[src/rtl/act_sched_pkg.sv]
// ---------------------------------------------------------------------------
// act_sched_pkg
// Shared constants for the activation-unit scheduler: default operand width,
// the activation unit's fixed latency, the requester-tag width helper and the
// leaky-ReLU slope constants used by the activation instance.
// ---------------------------------------------------------------------------
package act_sched_pkg;

  localparam int DATA_WIDTH_DEF = 32;
  localparam int ACT_LATENCY    = 7;

  // fp32 slopes of the shared leaky-ReLU instance
  localparam logic [31:0] LRELU_NEG_SLOPE = 32'h3E80_0000;  // 0.25
  localparam logic [31:0] LRELU_POS_SLOPE = 32'h3F00_0000;  // 0.5

  // Bits needed to name one of n requesters (at least 1).
  function automatic int tag_width(input int n);
    return (n <= 1) ? 1 : $clog2(n);
  endfunction

endpackage

[src/rtl/act_rr_arbiter.sv]
// ---------------------------------------------------------------------------
// act_rr_arbiter
// Round-robin arbiter. The grant goes to the first requester with req=1,
// searching upward from the pointer with wrap-around. When advance is high
// the pointer moves to one past the granted requester; otherwise it holds.
//
// Ports:
//   clk      in   clock
//   rst_n    in   asynchronous active-low reset (pointer -> 0)
//   req      in   [N-1:0] request vector
//   advance  in   grant was taken this cycle
//   grant    out  [N-1:0] one-hot grant (all zero when no request)
// ---------------------------------------------------------------------------
module act_rr_arbiter
  import act_sched_pkg::*;
#(
  parameter int N = 4
) (
  input  logic         clk,
  input  logic         rst_n,
  input  logic [N-1:0] req,
  input  logic         advance,
  output logic [N-1:0] grant
);

  localparam int PW = tag_width(N);

  logic [PW-1:0] ptr;
  logic [PW-1:0] sel;
  logic [PW-1:0] gidx;
  logic          found;
  int            pos;

  always_comb begin
    grant = '0;
    gidx  = '0;
    sel   = '0;
    found = 1'b0;
    pos   = 0;
    for (int j = 0; j < N; j++) begin
      pos = int'(ptr) + j;
      if (pos >= N) pos = pos - N;
      sel = PW'(pos);
      if (!found && req[sel]) begin
        grant[sel] = 1'b1;
        gidx       = sel;
        found      = 1'b1;
      end
    end
  end

  always_ff @(posedge clk or negedge rst_n) begin
    if (!rst_n) begin
      ptr <= '0;
    end else if (advance) begin
      ptr <= (gidx == PW'(N - 1)) ? '0 : gidx + 1'b1;
    end
  end

endmodule

[src/rtl/act_unit_scheduler.sv]
// ---------------------------------------------------------------------------
// act_unit_scheduler
// Shares one fixed-latency fp32 leaky-ReLU unit between NUM_REQ requesters.
// A round-robin arbiter picks at most one operand per cycle, the operand is
// registered toward the unit, and a tag pipeline travelling beside it steers
// the unit's result back to the issuing requester (1+LATENCY clocks later).
//
// Optional feature (macro ACT_SCHED_TAG_CHECK_EN): adds o_err, a sticky flag
// raised when the unit's valid-out disagrees with the tag pipeline.
//
// Ports:
//   clk, rst_n       clock, asynchronous active-low reset
//   i_req_valid      [NUM_REQ]             per-requester operand valid
//   i_req_data       [NUM_REQ*DATA_WIDTH]  packed operands
//   o_req_ready      [NUM_REQ]             one-hot grant
//   o_act_valid/data                       operand to activation unit
//   i_act_valid/data                       result from activation unit
//   o_rsp_valid      [NUM_REQ]             one-hot result strobe
//   o_rsp_data       [DATA_WIDTH]          result, common to all requesters
//   o_busy                                 operation in flight
//   o_err            (optional)            sticky tag/valid mismatch
// ---------------------------------------------------------------------------
module act_unit_scheduler
  import act_sched_pkg::*;
#(
  parameter int DATA_WIDTH = DATA_WIDTH_DEF,
  parameter int NUM_REQ    = 4,
  parameter int LATENCY    = ACT_LATENCY
) (
  input  logic                          clk,
  input  logic                          rst_n,
  input  logic [NUM_REQ-1:0]            i_req_valid,
  input  logic [NUM_REQ*DATA_WIDTH-1:0] i_req_data,
  output logic [NUM_REQ-1:0]            o_req_ready,
  output logic                          o_act_valid,
  output logic [DATA_WIDTH-1:0]         o_act_data,
  input  logic                          i_act_valid,
  input  logic [DATA_WIDTH-1:0]         i_act_data,
  output logic [NUM_REQ-1:0]            o_rsp_valid,
  output logic [DATA_WIDTH-1:0]         o_rsp_data,
  output logic                          o_busy
`ifdef ACT_SCHED_TAG_CHECK_EN
  ,
  output logic                          o_err
`endif
);

  localparam int TW = tag_width(NUM_REQ);
  localparam int CW = $clog2(LATENCY + 2);

  logic [NUM_REQ-1:0]    grant;
  logic                  accept;
  logic [TW-1:0]         grant_tag;
  logic [DATA_WIDTH-1:0] grant_data;
  logic [TW-1:0]         tag_issue;
  logic                  tag_vld_p [LATENCY];
  logic [TW-1:0]         tag_p     [LATENCY];
  logic                  tag_vld_out;
  logic [TW-1:0]         tag_out;
  logic                  rsp_fire;
  logic [CW-1:0]         inflight;

  // Grants only ever go to valid requesters, so any grant is an accept.
  act_rr_arbiter #(.N(NUM_REQ)) u_arb (
    .clk     (clk),
    .rst_n   (rst_n),
    .req     (i_req_valid),
    .advance (accept),
    .grant   (grant)
  );

  assign o_req_ready = grant;
  assign accept      = |grant;

  always_comb begin
    grant_tag  = '0;
    grant_data = '0;
    for (int k = 0; k < NUM_REQ; k++) begin
      if (grant[k]) begin
        grant_tag  = TW'(k);
        grant_data = i_req_data[k*DATA_WIDTH +: DATA_WIDTH];
      end
    end
  end

  // ---- issue stage: operand and its tag registered toward the unit ----
  always_ff @(posedge clk or negedge rst_n) begin
    if (!rst_n) begin
      o_act_valid <= 1'b0;
      o_act_data  <= '0;
      tag_issue   <= '0;
    end else begin
      o_act_valid <= accept;
      if (accept) begin
        o_act_data <= grant_data;
        tag_issue  <= grant_tag;
      end
    end
  end

  // ---- tag pipeline: LATENCY stages, last stage meets the unit's valid-out ----
  always_ff @(posedge clk or negedge rst_n) begin
    if (!rst_n) begin
      for (int s = 0; s < LATENCY; s++) begin
        tag_vld_p[s] <= 1'b0;
        tag_p[s]     <= '0;
      end
    end else begin
      tag_vld_p[0] <= o_act_valid;
      tag_p[0]     <= tag_issue;
      for (int s = 1; s < LATENCY; s++) begin
        tag_vld_p[s] <= tag_vld_p[s-1];
        tag_p[s]     <= tag_p[s-1];
      end
    end
  end

  assign tag_vld_out = tag_vld_p[LATENCY-1];
  assign tag_out     = tag_p[LATENCY-1];

  // ---- response: strobe only when the unit and the tag pipeline agree ----
  assign rsp_fire   = i_act_valid & tag_vld_out;
  assign o_rsp_data = i_act_data;

  always_comb begin
    o_rsp_valid = '0;
    for (int k = 0; k < NUM_REQ; k++) begin
      o_rsp_valid[k] = rsp_fire && (tag_out == TW'(k));
    end
  end

  always_ff @(posedge clk or negedge rst_n) begin
    if (!rst_n) begin
      inflight <= '0;
    end else begin
      case ({accept, rsp_fire})
        2'b10:   inflight <= inflight + CW'(1);
        2'b01:   inflight <= inflight - CW'(1);
        default: inflight <= inflight;
      endcase
    end
  end

  assign o_busy = (inflight != '0);

`ifdef ACT_SCHED_TAG_CHECK_EN
  always_ff @(posedge clk or negedge rst_n) begin
    if (!rst_n) begin
      o_err <= 1'b0;
    end else if (i_act_valid != tag_vld_out) begin
      o_err <= 1'b1;
    end
  end
`endif

endmodule

[config.mk]
export PLATFORM = sky130hd
export DESIGN_NAME = act_unit_scheduler
export DESIGN_NICKNAME = d
export VERILOG_FILES = /design/src/rtl/act_sched_pkg.sv /design/src/rtl/act_rr_arbiter.sv /design/src/rtl/act_unit_scheduler.sv
export SDC_FILE = /design/constraint.sdc
export NUM_CORES = 1
export LEC_CHECK = 0
export BUFFER_PORTS_ARGS = -buffer_cell sky130_fd_sc_hd__clkbuf_2
export CAP_MARGIN = 0
export CORE_AREA = 2 2 94 96
export CTS_BUF_LIST = sky130_fd_sc_hd__clkbuf_8 sky130_fd_sc_hd__clkbuf_16
export CTS_CLUSTER_DIAMETER = 150
export CTS_CLUSTER_SIZE = 12
export DETAILED_ROUTE_END_ITERATION = 8
export DIE_AREA = 0 0 96 98
export PLACE_DENSITY = 0.92
export SYNTH_ARGS = -nofsm -noshare
export SYNTH_HDL_FRONTEND = slang
export SYNTH_SLANG_ARGS = --single-unit
export TNS_END_PERCENT = 20
[constraint.sdc]
create_clock -name clk -period 7.1 [get_ports clk]
set_clock_uncertainty 0.2 [all_clocks]
set_input_delay 0.71 -clock clk [delete_from_list [all_inputs] [get_ports clk]]
set_output_delay 0.71 -clock clk [all_outputs]
set_load 0.02 [all_outputs]
# ---- Word level (Yosys, flattened, before mapping)
# Index checks and enable logic that the tools add are counted.
dict set report word_totals {
  ff_bits 62
  output_inout_bits 74
  wordCells 109
}
dict set report op_classes {
  n_addsub 10
  order_cmp 12
  n_eq_ne 6
  n_mux 40
  bitwise_logic 4
  reduce_logical 18
}
# operator n
set op_table {}
lappend op_table {{2-to-1 mux 32 bit} 4}
lappend op_table {{2-to-1 mux 2 bit} 11}
lappend op_table {{2-to-1 mux 4 bit} 4}
lappend op_table {{less-than comparator 2 x 3 -> 1 bit (second input constant)} 4}
lappend op_table {{2-to-1 mux 1 bit} 12}
lappend op_table {{bitwise OR 4 bit} 3}
lappend op_table {{logical AND 1 bit} 11}
lappend op_table {{>= comparator 3 bit (second input constant)} 3}
lappend op_table {{binary-select mux 1 bit (select 2 bit)} 4}
lappend op_table {{demux 1 bit (select 2 bit)} 4}
lappend op_table {{== test 2 bit (second input constant)} 4}
lappend op_table {{>= comparator 2 x 1 -> 1 bit (second input constant)} 4}
lappend op_table {{case mux 4 bit (2 select lines)} 1}
lappend op_table {{subtractor 2 x 1 -> 2 bit (second input constant)} 4}
lappend op_table {{adder 2 x 2 -> 3 bit (second input constant)} 2}
lappend op_table {{adder 4 x 1 -> 4 bit (second input constant)} 1}
lappend op_table {{== test 2 x 1 -> 1 bit (second input constant)} 2}
lappend op_table {{nonzero test 4 bit} 1}
lappend op_table {{OR reduction 4 bit} 1}
lappend op_table {{subtractor 4 x 1 -> 4 bit (second input constant)} 1}
lappend op_table {{adder 2 x 1 -> 3 bit (second input constant)} 1}
lappend op_table {{>= comparator 2 x 3 -> 1 bit (second input constant)} 1}
lappend op_table {{logical NOT 1 bit} 3}
lappend op_table {{adder 2 x 1 -> 2 bit (second input constant)} 1}
lappend op_table {{3 further kinds} 3}

# ---- Logic depth before layout (Yosys ltp)
# Gate-level depths: netlist (run 1).
dict set report logic_depth {
  ltp_word 18
  mapped_depth 17
}

# ---- Hierarchy
# From an unflattened synthesis (run 1), not the netlist that was laid out.
dict set report hier_totals {
  hier_cells 405
  hier_area_um2 3718.6
}
# module instances cells_per_inst area_per_inst_um2 seq_area_each_um2
set modules_own_cells {}
lappend modules_own_cells {act_unit_scheduler 1 341 3170.5 1501.4}
lappend modules_own_cells {act_rr_arbiter 1 64 548.0 50.0}

# ---- Worst setup path after synthesis (run 1)
# Ideal clock, no wire load.
dict set report synth_timing {
  kind {register -> register}
  startpoint {register with a tool-made name}
  endpoint {register inflight[2]}
  setup_time_ns 0.125
  arrival_time_ns 3.571
  required_time_ns 6.775
  path_slack_ns 3.204
  path_stages_with_launch 18
  n_path_buf 2
  period_less_slack_ns 3.896
  cell_sequence {dfrtp_1 > buf_4 > inv_1 > ha_1 > buf_2 > mux4_2 > nand2_1 > o21ai_1 > a221oi_4 > inv_2 > nor4_4 > ha_1 > xor2_1 > ha_1 > a21oi_1 > xor2_1 > nor2_1 > xor2_1}
}
# element line
set synth_rtl {}
lappend synth_rtl {{end signal: assignment} act_unit_scheduler.sv:137} ;# 2'b10: inflight <= inflight + CW'(1);
lappend synth_rtl {{end signal: assignment} act_unit_scheduler.sv:138} ;# 2'b01: inflight <= inflight - CW'(1);
lappend synth_rtl {{end signal: assignment} act_unit_scheduler.sv:139} ;# default: inflight <= inflight;
lappend synth_rtl {{end: declaration} act_unit_scheduler.sv:61} ;# logic [CW-1:0] inflight;

==> results.cfg, run 1 <==
[clocking]
cts-root-buf = clkbuf_8
numCtsBuffers = 9
cts_sinks = 62
clock_latency_ps = 330
cts_buffer_depth = 2
cts_resized = 0
postCtsSetupRepairBufs = 0
clkTransAtPathRegs_ps = 80
cts_tree = yes
postCtsHoldBufs = 0
htreeDepth = 3

[synthesis]
synthDistinctLibCells = 47
syn_area_per_cell_um2 = 11.1
synth_top_family_by_area = compound AO/OA/AOI/OAI gates
ys_warn_count = 0
synth_area_leader_cell = dfrtp_1
synth_area_um2 = 3810
ys_seq_area_share_pct = 40.7
dominantRegCellSynth = dfrtp_1
synth.top_cell.area_share_pct = 40.7
synth_xor_area_share_pct = 1.61
synth.area.mux_share_pct = 10.5
yosys.area_share.simple_pct = 6.54
syn_nets = 518
synth_compound_area_share_pct = 23.4
synth_area_leaders = dfrtp_1 41%, a221oi_2 12%, mux2i_1 8.7%
synthAdderAreaFrac_pct = 2.96
synthArstFlopShare_pct = 100
synth_edf_count = 0
ys_ff_latch = 62
netlist_instances = 342

[placed_design]
numPortBuffers = 176
routabilityCongestion = 0.929
post-dp-hpwl_um = 7400

[timing]
fin_crit_sh_pct = 67.8
rsz0062_at_grt = no
clock.fmax_mhz = 208
final-max-slew-violation-count = 0
fin_setup_tns_ps = 0
hold_violations = 0
layout_min_cycle_time_ps = 4820
setup_viol = 0
maxSlewHeadroom_pct = 24.2
worstMarginPinSlew_ps = 1130

[die]
start_util_pct = 45.0
io_pins = 241
dieArea_um2 = 9410
num_rows = 34
die_w_um = 96
core-area_um2 = 8470
die_y_um = 98

[grt]
gr-total-overflow = 0
grt_pass1_wl_um = 15100
grt_use_total_pct = 20.6
grt_pass1_vias = 3150
antenna_found_initial = 0
grt_max_degree = 63

[worst_setup_path]
max_stage_delay_ps = 860
crit_path_max_fanout = 32
path_class = register to register
worstPathRequired_ps = 7040
worstPathCellList = inv_1 -> ha_1 -> mux4_2 -> nand2_1 -> o21ai_1 -> a221oi_4 -> buf_4 -> nand2b_4 -> nor2_4 -> a221oi_1
critPathCaptureType = register
slowest_stage = nor2_4
worst_setup_path_start_kind = register
worstPathArrival_ps = 4750
reg2regPathDepth = 10

[detailed_routing]
vias = 3215
drt_pre_antenna_iters = 5
ant_nets = 0
avgViaCountPerCell = 5.42
routed_wl_um = 9930
drc = 0
drt_iter0_drc = 59
wl_per_cell_um = 16.7

[finish]
final_cell_mix = 175 x clkbuf_2, 62 x dfrtp_1, 38 x inv_1
drive_gt1_share_pct = 50.3
finalNetCount = 656
layout_commonest_cell = clkbuf_2
areaGrowthSynthToFinish_pct = 22.7
diodes = 0
final_util_pct = 55.2

[min_path]
worstHoldPathType = register to register
whs_path_depth = 0

[run]
cap_violations = 0

[pwr]
peakVddDrop_mv = 0.267
p_per_area_nw_per_um2 = 605
leakagePower_nw = 2.31

[run_status]
outcome = completed
==> path summary, 6_finish.rpt <==
kind                            startpoint        endpoint  slack, ps
worst min-delay path              tag_p[5]        tag_p[3]        150
worst min register to register    tag_p[5]        tag_p[3]        150
worst max register to register    register  o_act_data[31]       2280
worst max-delay path              register  o_act_data[31]       2280
min in group asynchronous            rst_n     o_act_valid        330
max in group asynchronous            rst_n  o_act_data[18]       5830
==> cells in the mapped netlist (2+ instances only) <==
| master | n |
|---|---|
| dfrtp_1 | 62 |
| inv_1 | 38 |
| buf_4 | 34 |
| mux2i_1 | 33 |
| o22ai_1 | 32 |
| a221oi_2 | 30 |
| nand2_1 | 10 |
| ha_1 | 9 |
| buf_6 | 8 |
| nor2_1 | 8 |
| a21oi_1 | 7 |
| buf_2 | 7 |
| o21ai_0 | 5 |
| xor2_1 | 5 |
| clkbuf_1 | 4 |
| nor2b_1 | 4 |
| nor3_1 | 4 |
| a211oi_1 | 3 |
| a221oi_1 | 3 |
| nor3b_1 | 3 |
| o21ai_1 | 3 |
| a221o_2 | 2 |
| mux4_2 | 2 |
| nor2_2 | 2 |
| xnor2_1 | 2 |
==> power breakdown <==
| group | switching [mW] | internal, mW | leakage [nW] |
|---|---|---|---|
| sequential | 0.114 | 0.555 | 0.686 |
| clock | 0.153 | 0.166 | 0.0968 |
| combinational | 1.09 | 0.753 | 1.52 |
==> logic make-up (layout without fill, tap and decap cells) <==
family,after synthesis,count (layout)
buf+inv,92,235
xor+xnor,7,7
simple gates,42,42
flops,62,62
compound gates,93,93
mux,37,37
fa+ha+maj,9,9
==> layout make-up <==
type / count / area, µm²
timing repair buffer: 180 / 911
tap: 108 / 135
clock inverter: 7 / 80.1
inverter: 39 / 146
fill: 782 / 3790
clock buffer: 9 / 124
multi-input combinational: 188 / 1730
sequential: 62 / 1550
==> worst max-delay path, delay by kind of cell, from the launching register on <==
kind,cells,cell delay (ps)
muxes,1,430
DFF,1,700
and+or+nand+nor,3,1080
buffers and inverters,2,660
adders and majority gates,1,550
AOI/OAI and AO/OA,3,960
==> flip-flops by register name, indices dropped and copies added, names as in the netlist, named ones only <==
name         cells
o_act_data      32
tag_p           12
tag_vld_p        6
inflight         4
tag_issue        2
tag_out          2
o_act_valid      1
tag_vld_out      1
u_arb.ptr        1
==> layer usage <==
| layer | GRT usage [%] | vias up | part of all wire, % |
|---|---|---|---|
| met3 | 5.09 | 14 | 8.0 |
| met4 | 7.36 | 0 | 1.3 |
| met2 | 34.8 | 163 | 50 |
| met1 | 25.3 | 1539 | 40 |
| li1 | - | 1499 | - |
| met5 | 0 | - | 0 |
==> per-stage QoR <==
stage | cells | setup slack, ps | instance area, µm² | hold WS (ps) | power (mW)
floorplan | 342 | 3200 | 3810 | 131 | 2.16
global placement | 577 | 2600 | 4470 | 132 | 2.44
detailed placement | 577 | 2240 | 4470 | 135 | 2.54
CTS | 593 | 2210 | 4670 | 148 | 2.87
global route | 593 | 1920 | 4670 | 152 | 3.04
finish | 593 | 2280 | 4670 | 146 | 2.83
Note: power is estimated with default switching activity, not from simulation.
==> run 2: changes to the inputs <==
--- a/config.mk
+++ b/config.mk
@@ -7,13 +7,13 @@
 export LEC_CHECK = 0
 export BUFFER_PORTS_ARGS = -buffer_cell sky130_fd_sc_hd__clkbuf_2
 export CAP_MARGIN = 0
-export CORE_AREA = 2 2 94 96
+export CORE_MARGIN = 1
+export CORE_UTILIZATION = 39
 export CTS_BUF_LIST = sky130_fd_sc_hd__clkbuf_8 sky130_fd_sc_hd__clkbuf_16
 export CTS_CLUSTER_DIAMETER = 150
 export CTS_CLUSTER_SIZE = 12
 export DETAILED_ROUTE_END_ITERATION = 8
-export DIE_AREA = 0 0 96 98
-export PLACE_DENSITY = 0.92
+export PLACE_DENSITY = 0.84
 export SYNTH_ARGS = -nofsm -noshare
 export SYNTH_HDL_FRONTEND = slang
 export SYNTH_SLANG_ARGS = --single-unit
==> constraint.sdc (replaced) <==
create_clock -name clk -period 3.99 [get_ports clk]
set_clock_uncertainty 0.2 [all_clocks]
set_input_delay 0.399 -clock clk [delete_from_list [all_inputs] [get_ports clk]]
set_output_delay 0.399 -clock clk [all_outputs]
set_load 0.02 [all_outputs]
==> run 2 against run 1 <==
Sequential cell count stayed put. Setup slack worse by 2000 ps. Via count up 1.4%. Sequential share of layout area is 0.74 points lower. Global-route usage shrank 1.2 points. Die area grew 8.0%. Final cell count rose by 4.7%. Routed wire length fell by 0.98%. Clock-buffer cell count grew 1. Utilization is 4.2 points lower. Critical path depth fell by 3. Sequential power rose by 73%.
==> results.cfg, run 2 (synthesis results as in run 1) <==
[timing]
fin_setup_tns_ps = 0
worstMarginPinSlew_ps = 728
layout_min_cycle_time_ps = 3720
fin_crit_sh_pct = 93.2
clock.fmax_mhz = 269
setup_viol = 0
final-max-slew-violation-count = 0
hold_violations = 0
maxSlewHeadroom_pct = 51.3
rsz0062_at_grt = no

[clocking]
postCtsSetupRepairBufs = 0
htreeDepth = 3
numCtsBuffers = 9
clkTransAtPathRegs_ps = 70
cts-root-buf = clkbuf_8
clock_latency_ps = 330
cts_sinks = 62
cts_buffer_depth = 2
cts_tree = yes

[worst_setup_path]
path_class = register to output port
max_stage_delay_ps = 540
worstPathCellList = inv_1 -> ha_1 -> mux4_2 -> a211oi_2 -> a221o_2 -> buf_4 -> clkbuf_2
worstPathArrival_ps = 3120
critPathCaptureType = output port
worstPathRequired_ps = 3390
crit_path_max_fanout = 35
reg2regPathDepth = 15
slowest_stage = buf_4
worst_setup_path_start_kind = register

[detailed_routing]
drt_iter0_drc = 106
drt_pre_antenna_iters = 4
drc = 0
wl_per_cell_um = 15.8
avgViaCountPerCell = 5.25
routed_wl_um = 9830
vias = 3260
ant_nets = 0

[pwr]
peakVddDrop_mv = 0.770
p_per_area_nw_per_um2 = 1090
leakagePower_nw = 2.35

[die]
io_pins = 241
die_y_um = 101
num_rows = 35
die_w_um = 101
dieArea_um2 = 10200
core-area_um2 = 9370
start_util_pct = 40.6

[grt]
grt_use_total_pct = 19.4
gr-total-overflow = 0
grt_pass1_vias = 3184
antenna_found_initial = 0
grt_max_degree = 37
grt_pass1_wl_um = 15100

[finish]
largest_register_ffs = 32
n_fill_cell = 873
largestRegisters = o_act_data: 32 flops, tag_p: 12 flops, tag_vld_p: 6 flops
diodes = 0
finalNetCount = 663
final_util_pct = 51.1
top_register = o_act_data
multi_input_area_um2 = 1730
final_cell_mix = 175 x clkbuf_2, 61 x dfrtp_1, 38 x inv_1
layout_commonest_cell = clkbuf_2
areaGrowthSynthToFinish_pct = 25.6
drive_gt1_share_pct = 51.0
seqCellArea_um2 = 1550

[min_path]
whs_path_depth = 3
worstHoldPathType = primary input to register

[run_status]
outcome = completed

[placed_design]
routabilityCongestion = 0.742
post-dp-hpwl_um = 7260
numPortBuffers = 176

[run]
cap_violations = 0
-- run 2: path summary, 6_finish.rpt --
check                                     from        endpoint  slack (ps)
worst max-delay path              u_arb.ptr[1]  o_req_ready[0]         270
worst min-delay path            i_req_data[45]  o_act_data[13]          80
worst max register to register    u_arb.ptr[1]     inflight[2]         290
worst min register to register        tag_p[5]        tag_p[3]         150
max in group asynchronous                rst_n    u_arb.ptr[1]        2240
min in group asynchronous                rst_n   o_act_data[6]         420
-- run 2: critical path, delay by kind of cell (launching register included) --
kind	cells	cell delay [ps]
flip-flops	1	480
buffers and inverters	3	950
multiplexers	1	370
adder cells (fa/ha/maj)	1	330
AO/OA/AOI/OAI	2	650
-- run 2: layer usage --
metal  up-vias  part of all wire [%]  global-route usage (%)  wire (µm)
met5         -                     0                       0          0
met4         0                   1.4                    6.80        136
met3        17                   7.4                    4.58        732
met2       174                    50                    35.7       4960
met1      1555                    41                    21.9       4000
li1       1514                     -                       -          -
-- run 2: repair_timing --
| action | CTS | global route |
|---|---|---|
| setup endpoints to repair | 0 | 2 |
| endpoints found under the hold margin | 26 | 0 |
| gates resized for setup | 0 | 1 |
| hold buffers | 1 | 0 |
-- run 2: area by class of cell --
type | count | area share, %
clock buffers | 10 | 2.88
repair buffers | 187 | 20.2
inverters | 39 | 3.06
clock inverters | 6 | 1.96
flip-flops and latches | 62 | 32.5
multi-input cells | 188 | 36.1
well taps | 129 | 3.37
-- run 2: stage by stage --
stage	setup WS (ps)	hold WS (ps)	cells	power (mW)	instance area, µm²
after global placement	418	132	604	4.45	4540
after floorplan	93.7	-96.6	342	3.84	3810
after global routing	54.8	67.6	621	5.62	4780
final	273	84.5	621	5.22	4780
after CTS	166	63.4	621	5.27	4780
after detailed placement	226	135	604	4.61	4540
-- run 2: where the power goes --
group          leakage (nW)  switching, mW  internal [mW]
logic                  1.56           2.00           1.42
registers             0.685          0.177          0.987
clock network         0.113          0.262          0.373
total                  2.35           2.44           2.78
